## src/rtl/vga_layer_arb_pkg.sv

```systemverilog
// Shared VGA layer-compositing parameters, state encoding and helpers.
// Geometry and colour width match the values used with vga_sync.
package vga_layer_arb_pkg;

  localparam int COLOR_W    = 10;
  localparam int RGB_W      = 3 * COLOR_W;
  localparam int H_ACTIVE_D = 640;
  localparam int V_ACTIVE_D = 480;
  localparam int NLAYER_D   = 4;

  typedef enum logic {
    WAIT_SYNC = 1'b0,
    RUN       = 1'b1
  } arb_state_e;

  // Unsigned 10-bit visible-area test; the edge values themselves are outside.
  function automatic logic in_active(input logic [9:0] px, input logic [9:0] py,
                                     input logic [9:0] h,  input logic [9:0] v);
    return (px < h) && (py < v);
  endfunction

endpackage

```

## src/rtl/vga_layer_arb_if.sv

```systemverilog
// Pixel/layer bus between the sync generator + layer sources and the compositor.
interface vga_layer_arb_if #(
  parameter int NLAYER = 4
);
  logic [9:0]           iPX;
  logic [9:0]           iPY;
  logic [NLAYER-1:0]    iReq;
  logic [30*NLAYER-1:0] iLayer_RGB;
  logic [NLAYER-1:0]    iLayer_Key;
  logic [9:0]           oRed;
  logic [9:0]           oGreen;
  logic [9:0]           oBlue;
  logic [NLAYER-1:0]    oGnt;
  logic                 oFrame_Start;
  logic [7:0]           oFrame_Cnt;

  modport master (
    output iPX, iPY, iReq, iLayer_RGB, iLayer_Key,
    input  oRed, oGreen, oBlue, oGnt, oFrame_Start, oFrame_Cnt
  );

  modport slave (
    input  iPX, iPY, iReq, iLayer_RGB, iLayer_Key,
    output oRed, oGreen, oBlue, oGnt, oFrame_Start, oFrame_Cnt
  );
endinterface

```

## src/rtl/vga_layer_pick.sv

```systemverilog
// Combinational priority pick: lowest-index granted, opaque layer wins.
module vga_layer_pick import vga_layer_arb_pkg::*; #(
  parameter int NLAYER = NLAYER_D
) (
  input  logic [NLAYER-1:0]            grant,
  input  logic [NLAYER-1:0]            key,
  input  logic [NLAYER-1:0][RGB_W-1:0] colours,
  output logic                         hit,
  output logic [RGB_W-1:0]             colour
);
  logic [NLAYER-1:0] qual;

  genvar k;
  generate
    for (k = 0; k < NLAYER; k++) begin : g_qual
      assign qual[k] = grant[k] & ~key[k];
    end
  endgenerate

  // Scan high to low so the lowest qualifying index is the last write.
  always_comb begin
    hit    = 1'b0;
    colour = '0;
    for (int i = NLAYER - 1; i >= 0; i--) begin
      if (qual[i]) begin
        hit    = 1'b1;
        colour = colours[i];
      end
    end
  end
endmodule

```

## src/rtl/vga_layer_arb.sv

```systemverilog
// Frame-synchronous layer arbiter/compositor: grants latch at each frame wrap,
// colour is registered one cycle after the pixel coordinates.
module vga_layer_arb import vga_layer_arb_pkg::*; #(
  parameter int               NLAYER   = NLAYER_D,
  parameter int               H_ACTIVE = H_ACTIVE_D,
  parameter int               V_ACTIVE = V_ACTIVE_D,
  parameter logic [RGB_W-1:0] BG_RGB   = '0
) (
  input  logic          iCLK,
  input  logic          iRST_N,
  vga_layer_arb_if.slave bus
);
  arb_state_e               state;
  logic [9:0]               py_prev;
  logic [NLAYER-1:0]        gnt;
  logic                     frame_start;
  logic [7:0]               frame_cnt;
  logic [RGB_W-1:0]         rgb_q;
  logic                     boundary;
  logic                     active;
  logic                     hit;
  logic [RGB_W-1:0]         pick_rgb;
  logic [NLAYER-1:0][RGB_W-1:0] layer_rgb;

  assign layer_rgb = bus.iLayer_RGB;
  assign boundary  = (bus.iPY == 10'd0) && (py_prev != 10'd0);
  assign active    = in_active(bus.iPX, bus.iPY, 10'(H_ACTIVE), 10'(V_ACTIVE));

  vga_layer_pick #(.NLAYER(NLAYER)) u_pick (
    .grant   (gnt),
    .key     (bus.iLayer_Key),
    .colours (layer_rgb),
    .hit     (hit),
    .colour  (pick_rgb)
  );

  always_ff @(posedge iCLK or negedge iRST_N) begin
    if (!iRST_N) begin
      state       <= WAIT_SYNC;
      py_prev     <= '0;
      gnt         <= '0;
      frame_start <= 1'b0;
      frame_cnt   <= '0;
      rgb_q       <= '0;
    end else begin
      py_prev     <= bus.iPY;
      frame_start <= boundary;
      if (boundary) begin
        state     <= RUN;
        gnt       <= bus.iReq;
        frame_cnt <= frame_cnt + 8'd1;
      end
      // Colour uses the grant/state in force before this edge's load.
      if (state == RUN && active)
        rgb_q <= hit ? pick_rgb : BG_RGB;
      else
        rgb_q <= '0;
    end
  end

  assign bus.oRed         = rgb_q[29:20];
  assign bus.oGreen       = rgb_q[19:10];
  assign bus.oBlue        = rgb_q[9:0];
  assign bus.oGnt         = gnt;
  assign bus.oFrame_Start = frame_start;
  assign bus.oFrame_Cnt   = frame_cnt;
endmodule

```

## src/flat_wrapper.sv

```systemverilog
// flat-port wrapper written by rule: the top's interface ports become plain ports
module vga_layer_arb_flat import vga_layer_arb_pkg::*;
#(
  parameter int               NLAYER   = NLAYER_D,
  parameter int               H_ACTIVE = H_ACTIVE_D,
  parameter int               V_ACTIVE = V_ACTIVE_D,
  parameter logic [RGB_W-1:0] BG_RGB   = '0
)
  (iCLK, iRST_N, bus_iPX, bus_iPY, bus_iReq, bus_iLayer_RGB, bus_iLayer_Key, bus_oRed, bus_oGreen, bus_oBlue, bus_oGnt, bus_oFrame_Start, bus_oFrame_Cnt);
  vga_layer_arb_if #(.NLAYER(NLAYER)) bus_i ();
  input  logic iCLK;
  input  logic iRST_N;
  input wire logic [$bits(bus_i.iPX)-1:0] bus_iPX;
  input wire logic [$bits(bus_i.iPY)-1:0] bus_iPY;
  input wire logic [$bits(bus_i.iReq)-1:0] bus_iReq;
  input wire logic [$bits(bus_i.iLayer_RGB)-1:0] bus_iLayer_RGB;
  input wire logic [$bits(bus_i.iLayer_Key)-1:0] bus_iLayer_Key;
  output wire logic [$bits(bus_i.oRed)-1:0] bus_oRed;
  output wire logic [$bits(bus_i.oGreen)-1:0] bus_oGreen;
  output wire logic [$bits(bus_i.oBlue)-1:0] bus_oBlue;
  output wire logic [$bits(bus_i.oGnt)-1:0] bus_oGnt;
  output wire logic [$bits(bus_i.oFrame_Start)-1:0] bus_oFrame_Start;
  output wire logic [$bits(bus_i.oFrame_Cnt)-1:0] bus_oFrame_Cnt;
  assign bus_i.iPX = bus_iPX;
  assign bus_i.iPY = bus_iPY;
  assign bus_i.iReq = bus_iReq;
  assign bus_i.iLayer_RGB = bus_iLayer_RGB;
  assign bus_i.iLayer_Key = bus_iLayer_Key;
  assign bus_oRed = bus_i.oRed;
  assign bus_oGreen = bus_i.oGreen;
  assign bus_oBlue = bus_i.oBlue;
  assign bus_oGnt = bus_i.oGnt;
  assign bus_oFrame_Start = bus_i.oFrame_Start;
  assign bus_oFrame_Cnt = bus_i.oFrame_Cnt;
  vga_layer_arb #(.NLAYER(NLAYER), .H_ACTIVE(H_ACTIVE), .V_ACTIVE(V_ACTIVE), .BG_RGB(BG_RGB)) u_core (.iCLK(iCLK), .iRST_N(iRST_N), .bus(bus_i));
endmodule
```

## config.mk

```make
export PLATFORM = sky130hd
export DESIGN_NAME = vga_layer_arb_flat
export DESIGN_NICKNAME = d
export VERILOG_FILES = /design/src/rtl/vga_layer_arb_pkg.sv /design/src/rtl/vga_layer_arb_if.sv /design/src/rtl/vga_layer_pick.sv /design/src/rtl/vga_layer_arb.sv /design/src/flat_wrapper.sv
export SDC_FILE = /design/constraint.sdc
export NUM_CORES = 1
export LEC_CHECK = 0
export BUFFER_PORTS_ARGS = -buffer_cell sky130_fd_sc_hd__buf_2
export CELL_PAD_IN_SITES_DETAIL_PLACEMENT = 0
export CELL_PAD_IN_SITES_GLOBAL_PLACEMENT = 1
export CORE_ASPECT_RATIO = 2
export CORE_UTILIZATION = 31
export CTS_CLUSTER_SIZE = 30
export DETAILED_ROUTE_END_ITERATION = 7
export GPL_TIMING_DRIVEN = 0
export PLACE_DENSITY = 0.87
export SYNTH_ARGS = -nofsm -noshare
export SYNTH_HDL_FRONTEND = slang
export SYNTH_SLANG_ARGS = --single-unit
```

## constraint.sdc

```tcl
create_clock -name iCLK -period 3 [get_ports iCLK]
set_clock_uncertainty 0.1 [all_clocks]
set_input_delay 0.45 -clock iCLK [delete_from_list [all_inputs] [get_ports iCLK]]
set_output_delay 0.45 -clock iCLK [all_outputs]
set_load 0.02 [all_outputs]
```

==> results of run 1 <==
[path summary, 6_finish.rpt]
check / startpoint / to / slack [ns] / cells past startpoint
setup reg to reg: u_core.bus.oGnt[0] / u_core.rgb_q[24] / 0.91 / 5
setup / recovery: bus_iPY[9] / u_core.bus.oGnt[0] / 0.90 / 6
max in group asynchronous: iRST_N / u_core.bus.oFrame_Cnt[4] / 2.21 / 1
hold / removal: iRST_N / u_core.rgb_q[9] / 0.11 / 1
min in group iCLK: bus_iPY[3] / u_core.py_prev[3] / 0.18 / 1
hold reg to reg: u_core.bus.oFrame_Cnt[7] / u_core.bus.oFrame_Cnt[7] / 0.36 / 1
[power breakdown]
part | switching (mW) | internal [mW]
combinational | 0.0776 | 0.0888
clock | 0.269 | 0.305
sequential | 0.00398 | 0.737
total | 0.351 | 1.13
[cells in the mapped netlist, types with 2 or more instances]
cell and number:
nand4_1 4, and2_1 2, nand3_1 34, and3_1 3, a21oi_1 60, a211o_1 30, nand2_1 30, mux2_4 5
clkbuf_1 25, nand2b_1 2, nor2_1 31, xnor2_1 6, nor4_1 2, dfrtp_1 54, nor2b_1 4
[critical path, cell delays in order]
cell	delay (ns)
buf_2	0.12
or4_4	0.54
nor4_4	0.40
and2_1	0.21
buf_6	0.16
mux2_4	0.30
[per-layer routing]
metal / wire length [µm] / GRT usage, % / vias to the layer above / share of wire, %
met5: 0 / 0 / - / 0
met4: 248 / 8.33 / 0 / 2.4
met3: 538 / 3.20 / 21 / 5.3
met2: 5700 / 41.8 / 146 / 56
met1: 3630 / 24.9 / 1516 / 36
li1: - / - / 1461 / -
[cell families (layout without fill, tap and decap cells)]
group	Yosys count	count (layout)
and+or+nand+nor	118	118
DFF	54	54
muxes	5	5
xor gates and xnor gates	7	7
adders and majority gates	1	1
buffers and inverters	26	218
AOI/OAI and AO/OA	92	92
[final cells by class]
class,instances,area share [%]
Timing Repair Buffer,185,23.5
Tap cell,100,3.17
Clock inverter,2,0.380
Clock buffer,5,3.17
Buffer,26,2.66
Multi-Input combinational cell,223,32.9
Sequential cell,54,34.2
[sequential cells by signal, indices dropped and copies added (netlist names)]
signal	count
u_core.rgb_q	30
u_core.py_prev	10
u_core.bus.oFrame_Cnt	8
u_core.bus.oGnt	4
u_core.bus.oFrame_Start	1
u_core.state	1
[per-stage QoR]
stage | setup WS [ns] | hold slack (ns)
2_1_floorplan | 0.858 | 0.0544
3_3_place_gp | 0.611 | 0.346
3_5_place_dp | 0.575 | 0.354
4_1_cts | 0.827 | 0.168
5_1_grt | 0.574 | 0.168
6_report | 0.896 | 0.112
[cell usage in the layout, fill, tap and decap left out]
| master | Yosys | final |
|---|---|---|
| buf_2 | 0 | 184 |
| a21oi_1 | 60 | 60 |
| dfrtp_1 | 54 | 54 |
| nand3_1 | 34 | 34 |
| nor2_1 | 31 | 31 |
| a211o_1 | 30 | 30 |
| nand2_1 | 30 | 30 |
| clkbuf_1 | 25 | 25 |
| xnor2_1 | 6 | 6 |
| mux2_4 | 5 | 5 |
| clkbuf_16 | 0 | 5 |
| nor2b_1 | 4 | 4 |
| nand4_1 | 4 | 4 |
| and3_1 | 3 | 3 |
| nand2b_1 | 2 | 2 |
| nor4_1 | 2 | 2 |
| and2_1 | 2 | 2 |
| clkinvlp_4 | 0 | 2 |
| o21ai_0 | 1 | 1 |
| and4b_2 | 1 | 1 |
| o41ai_1 | 1 | 1 |
| or4_4 | 1 | 1 |
| or4_1 | 1 | 1 |
| nor4_4 | 1 | 1 |
| buf_6 | 1 | 1 |
| and4_1 | 1 | 1 |
| or2_2 | 1 | 1 |
| xor2_1 | 1 | 1 |
| ha_1 | 1 | 1 |
| buf_4 | 0 | 1 |
==> flow_summary.toml, run 1 <==
[outcome]
outcome = "finished, final reports clean"

[drt]
drt_iter0_drc = 128
avgViaCountPerCell = 5.28
drt-pass1-iter-count = 4
routedWlPerCell_um = 17.0
antenna_left = 0
drc_errors = 0
routed_wl_mm = 10.1
vias = 3144

[logic_synthesis]
ys_async_sr_fraction_pct = 100
netlist.top_cell.by_area = "dfrtp_1"
synth_nets = 454
yosysWarningCount = 0
synthAdderAreaFrac_pct = 0.454
synth_top_area_share_pct = 49.1
synth_flop_cell = "dfrtp_1"
synth_edf_count = 0
synth_area_um2 = 2750
synthSimpleGateAreaFrac_pct = 20.8
synth_cells = 303
synth_cell_types = 26
syn-mean-instance-area_um2 = 9.09
synth_area_leaders = "dfrtp_1, a21oi_1, a211o_1"
synth_compound_area_share_pct = 20.9
synth_seq_cells = 54
synth_xor_area_share_pct = 2.23
muxShareOfSynthArea_pct = 2.73
synth_top_family_by_area = "compound AO/OA/AOI/OAI gates"
ys_seq_area_share_pct = 49.1

[global_routing]
grt_max_degree = 55
grt_overflow = 0
antenna_found_initial = 0
grt_usage_pct = 22.7
grt_pass1_wl_mm = 15.4
grt_pass1_vias = 3155

[pwr]
finalPower_mw = 1.48
p_leak_nw = 1.94
peakVddDrop_uv = 365
p_per_area_nw_per_um2 = 375

[placed_design]
place_area_um2 = 3800
gp_congestion = 0.795
hpwl_mm = 7.65
dp_cells = 588
io_buffers = 185

[floorplan]
die_area_um2 = 9290
die_w_um = 68.6
die_y_um = 135
boundaryPins = 193
rows = 48
start_util_pct = 31.8
core_um2 = 8650

[layout]
final_cells = 595
utilization_pct = 45.6
seqCellArea_um2 = 1350
syn2layout_area_growth_pct = 43.3
drive_gt1_share_pct = 40.8
fin_nets = 646
stdcell_area_um2 = 3950
multi_input_area_um2 = 1300
nFillCells = 911
diodes = 0

[flow_run]
maxCapViolCount = 0

[hold_path]
hp-class = "input port to asynchronous set/reset pin"

[worst_setup_path]
cp.arrival_ns = 2.18
cp.required_ns = 3.08
startpoint_type = "input port"
crit_fanout = 8
endpoint_kind = "flip-flop"
critPathKind = "input port to flip-flop"

[clock_tree]
clock_path_buffers = 2
clock-sinks = 54
cts_setup_buffers = 0
htree_levels = 2
cts_tree = "yes"
cts_resized = 0
clkTransAtPathRegs_ns = 0.07
clock_latency_ns = 0.29
cts_buffers = 5
cts-root-buf = "clkbuf_16"
cts_hold_buf = 0

[sta]
tightestPinTransition_ns = 0.725
tns_ns = 0
grt_setup_unrepaired = "false"
setup_viol = 0
relSlewSlack_pct = 51.7
max_freq_mhz = 475
slew_violations = 0
fin_crit_ns = 2.10
post-route-period-util_pct = 70.1
hold_viol_final = 0
(Power assumes the default switching activity.)
==> run 2, diff against run 1 <==
--- a/config.mk
+++ b/config.mk
@@ -5,15 +5,16 @@
 export SDC_FILE = /design/constraint.sdc
 export NUM_CORES = 1
 export LEC_CHECK = 0
+export ABC_AREA = 1
 export BUFFER_PORTS_ARGS = -buffer_cell sky130_fd_sc_hd__buf_2
 export CELL_PAD_IN_SITES_DETAIL_PLACEMENT = 0
 export CELL_PAD_IN_SITES_GLOBAL_PLACEMENT = 1
 export CORE_ASPECT_RATIO = 2
-export CORE_UTILIZATION = 31
+export CORE_UTILIZATION = 27
 export CTS_CLUSTER_SIZE = 30
 export DETAILED_ROUTE_END_ITERATION = 7
 export GPL_TIMING_DRIVEN = 0
-export PLACE_DENSITY = 0.87
+export PLACE_DENSITY = 0.77
 export SYNTH_ARGS = -nofsm -noshare
 export SYNTH_HDL_FRONTEND = slang
 export SYNTH_SLANG_ARGS = --single-unit
==> constraint.sdc (replaced) <==
create_clock -name iCLK -period 1.9 [get_ports iCLK]
set_clock_uncertainty 0.1 [all_clocks]
set_input_delay 0.285 -clock iCLK [delete_from_list [all_inputs] [get_ports iCLK]]
set_output_delay 0.285 -clock iCLK [all_outputs]
set_load 0.02 [all_outputs]
==> flow_summary.toml, run 2 <==
[drt]
drt_iter0_drc = 120
vias = 3811
avgViaCountPerCell = 4.54
routedWlPerCell_um = 14.6
drt-pass1-iter-count = 6
antenna_left = 0
routed_wl_mm = 12.3
drc_errors = 0

[worst_setup_path]
critPathKind = "input port to flip-flop"
critical-path-slowest-cell = "dlygate4sd3_1"
crit_path_max_incr_delay_ns = 0.53
crit_top_cell = "nand2_1"
cp.required_ns = 2.04
crit_chain = "dlygate4sd3_1, buf_2, nor2_1, nand3_1, inv_1, nand2_1, nor2_2, buf_2, nand2_1, nand2_1"
cp.arrival_ns = 1.84
endpoint_kind = "flip-flop"
startpoint_type = "input port"
cp_num_buf_inv = 4
crit_fanout = 10
crit_family = "buffers and inverters"

[global_routing]
grt_pass1_vias = 3874
antenna_found_initial = 2
grt_overflow = 0
grt_usage_pct = 19.0
grt_max_degree = 55
grt_pass1_wl_mm = 18.9

[layout]
seqCellArea_um2 = 1350
multi_input_area_um2 = 1760
largest_reg_flops = 30
drive_gt1_share_pct = 38.3
regMostFlops = "u_core.rgb_q"
syn2layout_area_growth_pct = 38.5
final_common_cell = "buf_2"
fin_nets = 837
final_cell_mix = "buf_2, nand2_1, nand3_1, dfrtp_1, nor2_1"
nFillCells = 1405

[placed_design]
io_buffers = 185
hpwl_mm = 10.1
dp_slack_ns = 0.204
gp_congestion = 0.846

[sta]
max_freq_mhz = 590
setup_viol = 0
hold_viol_final = 0
setup_slack_ns = 0.205
grt_setup_unrepaired = "false"
tns_ns = 0
tightestPinTransition_ns = 0.717
post-route-period-util_pct = 89.2
slew_violations = 0
relSlewSlack_pct = 52.2
fin_crit_ns = 1.69

[logic_synthesis]
synth_cell_types = 28
synth_seq_cells = 54
synth_area_leaders = "dfrtp_1, nand2_1, nand3_1"
synth_area_um2 = 3460
netlist.top_cell.by_area = "dfrtp_1"
synth.cells.most_frequent = "nand2_1, nand3_1, dfrtp_1, nor2_1, inv_1"
yosysMostFrequentCell = "nand2_1"
synth_cells = 488
ys_seq_area_share_pct = 39.0
syn-mean-instance-area_um2 = 7.10
synth_edf_count = 0
synth_top_area_share_pct = 39.0
yosysWarningCount = 0
synth_flop_cell = "dfrtp_1"
ys_async_sr_fraction_pct = 100
synth_nets = 639

[pwr]
combinationalPowerShare_pct = 14.4
power.switching_mw = 0.652
p_per_area_nw_per_um2 = 519
power_frac_seq_pct = 47.0
p_clk_share_pct = 38.6
p_int_mw = 1.84
p_leak_nw = 2.62
swShare_pct = 26.2
peakVddDrop_uv = 493

[clock_tree]
cts_tree = "yes"
clkTransAtPathRegs_ns = 0.08
clock-sinks = 54
cts_buffers = 5
cts_resized = 0
htree_levels = 2
clock_latency_ns = 0.30
clock_path_buffers = 2
cts-root-buf = "clkbuf_16"

[floorplan]
rows = 58
boundaryPins = 193
die_y_um = 162
start_util_pct = 27.6
core_um2 = 12600
die_area_um2 = 13300
die_w_um = 82.1

[flow_run]
maxCapViolCount = 0

[hold_path]
hp-class = "input port to flip-flop"

[outcome]
outcome = "finished, final reports clean"
[run 2: cell types whose count changed after synthesis, sizes merged, moves of 24 or more]
cell / previous run / this run
a211o: 30 / 0
or2: 1 / 57
nand3: 34 / 96
a21oi: 60 / 30
inv: 0 / 43
nand2: 30 / 116
buf: 1 / 25
[run 2: metrics by stage]
step	hold slack (ns)	power, mW	cell area [µm²]	util (%)	instances
2_1_floorplan	-0.111	1.33	3460	-	488
3_3_place_gp	0.307	1.54	4580	36.5	823
3_5_place_dp	0.313	1.55	4580	36.5	823
4_1_cts	0.00114	2.54	4780	38.1	836
5_1_grt	0.00533	2.61	4800	38.2	839
6_report	0.0143	2.49	4800	38.2	839
[run 2: final timing paths]
path,start,endpoint,slack [ns],cells past startpoint
min reg2reg,u_core.state,u_core.state,0.37,2
max,bus_iPY[0],u_core.bus.oGnt[2],0.21,10
max reg2reg,u_core.bus.oGnt[0],u_core.rgb_q[9],0.26,5
min,bus_iPY[8],u_core.py_prev[8],0.01,1
max in group asynchronous,iRST_N,u_core.rgb_q[16],0.74,2
min in group asynchronous,iRST_N,u_core.rgb_q[21],0.46,2
[run 2: what timing repair did]
| action | 4_1_cts | 5_1_grt |
|---|---|---|
| setup buffers | 0 | 0 |
| endpoints found under the hold margin | 5 | 9 |
| hold buffers | 5 | 1 |
[run 2: cell type report]
class / instances / area share [%]
multi-input combinational: 359 / 36.6
sequential: 54 / 28.2
timing repair buffer: 191 / 20.6
buffer: 31 / 3.96
tap: 150 / 3.91
inverter: 44 / 3.44
clock buffer: 5 / 2.61
clock inverter: 3 / 0.600
antenna: 2 / 0.104
[run 2: metal layers]
metal	up-vias	part of all wire, %	GRT usage, %
li1	1929	-	-
met1	1727	36	19.9
met4	0	3.4	9.65
met5	-	0	0
met2	129	56	35.2
met3	26	4.7	2.47
[run 2: power by group through the flow]
| stage | Sequential (mW) | Combinational, mW | Clock, mW |
|---|---|---|---|
| 5_1_grt | 1.17 | 0.402 | 1.04 |
| 6_report | 1.17 | 0.359 | 0.962 |
| 4_1_cts | 1.17 | 0.364 | 1.00 |
| 3_5_place_dp | 1.19 | 0.354 | 0 |
| 3_3_place_gp | 1.19 | 0.350 | 0 |
| 2_1_floorplan | 1.20 | 0.132 | 0 |
[run 2: cell families (layout without fill, tap and decap cells)]
| group | after synthesis | count (layout) | share of synthesized area [%] |
|---|---|---|---|
| and+or+nand+nor | 321 | 321 | 44.5 |
| buffers and inverters | 75 | 274 | 10.3 |
| DFF | 54 | 54 | 39.0 |
| AOI/OAI and AO/OA | 33 | 33 | 4.84 |
| xor gates and xnor gates | 4 | 4 | 1.01 |
| adders and majority gates | 1 | 1 | 0.361 |
| other | 0 | 2 | 0 |
==> run 3, diff against run 2 <==
--- a/config.mk
+++ b/config.mk
@@ -14,6 +14,7 @@
 export CTS_CLUSTER_SIZE = 30
 export DETAILED_ROUTE_END_ITERATION = 7
 export GPL_TIMING_DRIVEN = 0
+export MAX_ROUTING_LAYER = met4
 export PLACE_DENSITY = 0.77
 export SYNTH_ARGS = -nofsm -noshare
 export SYNTH_HDL_FRONTEND = slang
==> flow_summary.toml, run 3 (synthesis gave the netlist of run 2 again) <==
[clock_tree]
cts_tree = "yes"
clock_latency_ns = 0.30
cts-root-buf = "clkbuf_16"
clock-sinks = 54
htree_levels = 2
clock_path_buffers = 2
clkTransAtPathRegs_ns = 0.08
cts_resized = 0
cts_setup_buffers = 0
cts_buffers = 5

[sta]
tightestPinTransition_ns = 0.489
fin_crit_ns = 1.69
max_freq_mhz = 592
setup_slack_ns = 0.211
post-route-period-util_pct = 88.9
slew_violations = 0
setup_viol = 0
hold_viol_final = 0
tns_ns = 0
grt_setup_unrepaired = "false"
whs_ns = 0.0140
relSlewSlack_pct = 67.4

[worst_setup_path]
critPathLaunch = "bus_iPY[0]"
reg2reg_setup_slack_ns = 0.28
critPathKind = "input port to flip-flop"
cp.arrival_ns = 1.83
cp.required_ns = 2.05
reg2reg_from = "u_core.bus.oGnt[0]"
startpoint_type = "input port"
crit_fanout = 10
endpoint_kind = "flip-flop"

[floorplan]
die_y_um = 162
die_w_um = 82.1
rows = 58
core_um2 = 12600
die_area_um2 = 13300
start_util_pct = 27.6
boundaryPins = 193

[drt]
routedWlPerCell_um = 14.6
avgViaCountPerCell = 4.53
antenna_left = 0
routed_wl_mm = 12.3
drt_iter0_drc = 115
vias = 3805
drt-pass1-iter-count = 4
drc_errors = 0

[placed_design]
place_area_um2 = 4580
io_buffers = 185
gp_congestion = 0.859
dp_slack_ns = 0.204
hpwl_mm = 10.1

[layout]
nFillCells = 1404
multi_input_area_um2 = 1760
syn2layout_area_growth_pct = 39.1
drive_gt1_share_pct = 38.4
stdcell_area_um2 = 4820
final_cell_mix = "buf_2, nand2_1, nand3_1, dfrtp_1, nor2_1"
fin_nets = 838
regMostFlops = "u_core.rgb_q"
largest_reg_flops = 30
final_common_cell = "buf_2"
seqCellArea_um2 = 1350

[global_routing]
grt_max_degree = 55
grt_overflow = 0
grt_pass1_wl_mm = 18.9
antenna_found_initial = 2
grt_usage_pct = 19.5
grt_pass1_vias = 3872

[outcome]
outcome = "finished, final reports clean"

[pwr]
p_leak_nw = 2.63
p_per_area_nw_per_um2 = 520
peakVddDrop_uv = 497

[hold_path]
hp-class = "input port to flip-flop"
hold_start = "bus_iPY[8]"

[flow_run]
maxCapViolCount = 0
[run 3: per-layer routing]
layer  routed length (µm)  vias to the layer above  GRT usage, %
li1                     -                     1932             -
met1                 4440                     1715          19.9
met2                 6870                      130          35.2
met3                  530                       28          2.42
met4                  458                        0          9.65
met5                    0                        -             -
[run 3: report_power, final]
part / internal [mW] / switching (mW) / total, mW
registers: 1.16 / 0.00727 / 1.17
clock network: 0.504 / 0.467 / 0.971
logic: 0.177 / 0.187 / 0.364
total: 1.84 / 0.662 / 2.50
[run 3: final timing paths]
check,to,cells after the start
worst max-delay path,u_core.bus.oGnt[2],10
worst min-delay path,u_core.py_prev[8],1
max in group asynchronous,u_core.rgb_q[10],3
worst max register to register,u_core.rgb_q[9],5
min in group asynchronous,u_core.rgb_q[21],2
worst min register to register,u_core.state,2
[run 3: area by class of cell]
| class | count | share of cell area (%) |
|---|---|---|
| Tap cell | 150 | 3.90 |
| Clock inverter | 3 | 0.598 |
| Sequential cell | 54 | 28.1 |
| Inverter | 44 | 3.43 |
| Buffer | 31 | 3.95 |
| Clock buffer | 5 | 2.60 |
| Timing Repair Buffer | 192 | 20.9 |
| Antenna cell | 2 | 0.104 |
| Multi-Input combinational cell | 359 | 36.5 |
[run 3: per-stage QoR]
stage / utilization, % / power, mW / std cells
after CTS: 38.1 / 2.54 / 836
after detailed placement: 36.5 / 1.55 / 823
after global routing: 38.4 / 2.62 / 840
after global placement: 36.5 / 1.54 / 823
final: 38.4 / 2.50 / 840
after floorplan: - / 1.33 / 488
[run 3: what timing repair did]
action	in CTS	in global routing
endpoints found under the setup margin	0	0
hold endpoints to repair	5	14
hold buffers	5	1
[run 3: critical path, cell delays in order]
cell           delay, ns
dlygate4sd3_1       0.53
buf_2               0.13
nor2_1              0.10
nand3_1             0.11
inv_1               0.07
nand2_1             0.06
nor2_2              0.15
buf_2               0.25
nand2_1             0.09
nand2_1             0.07
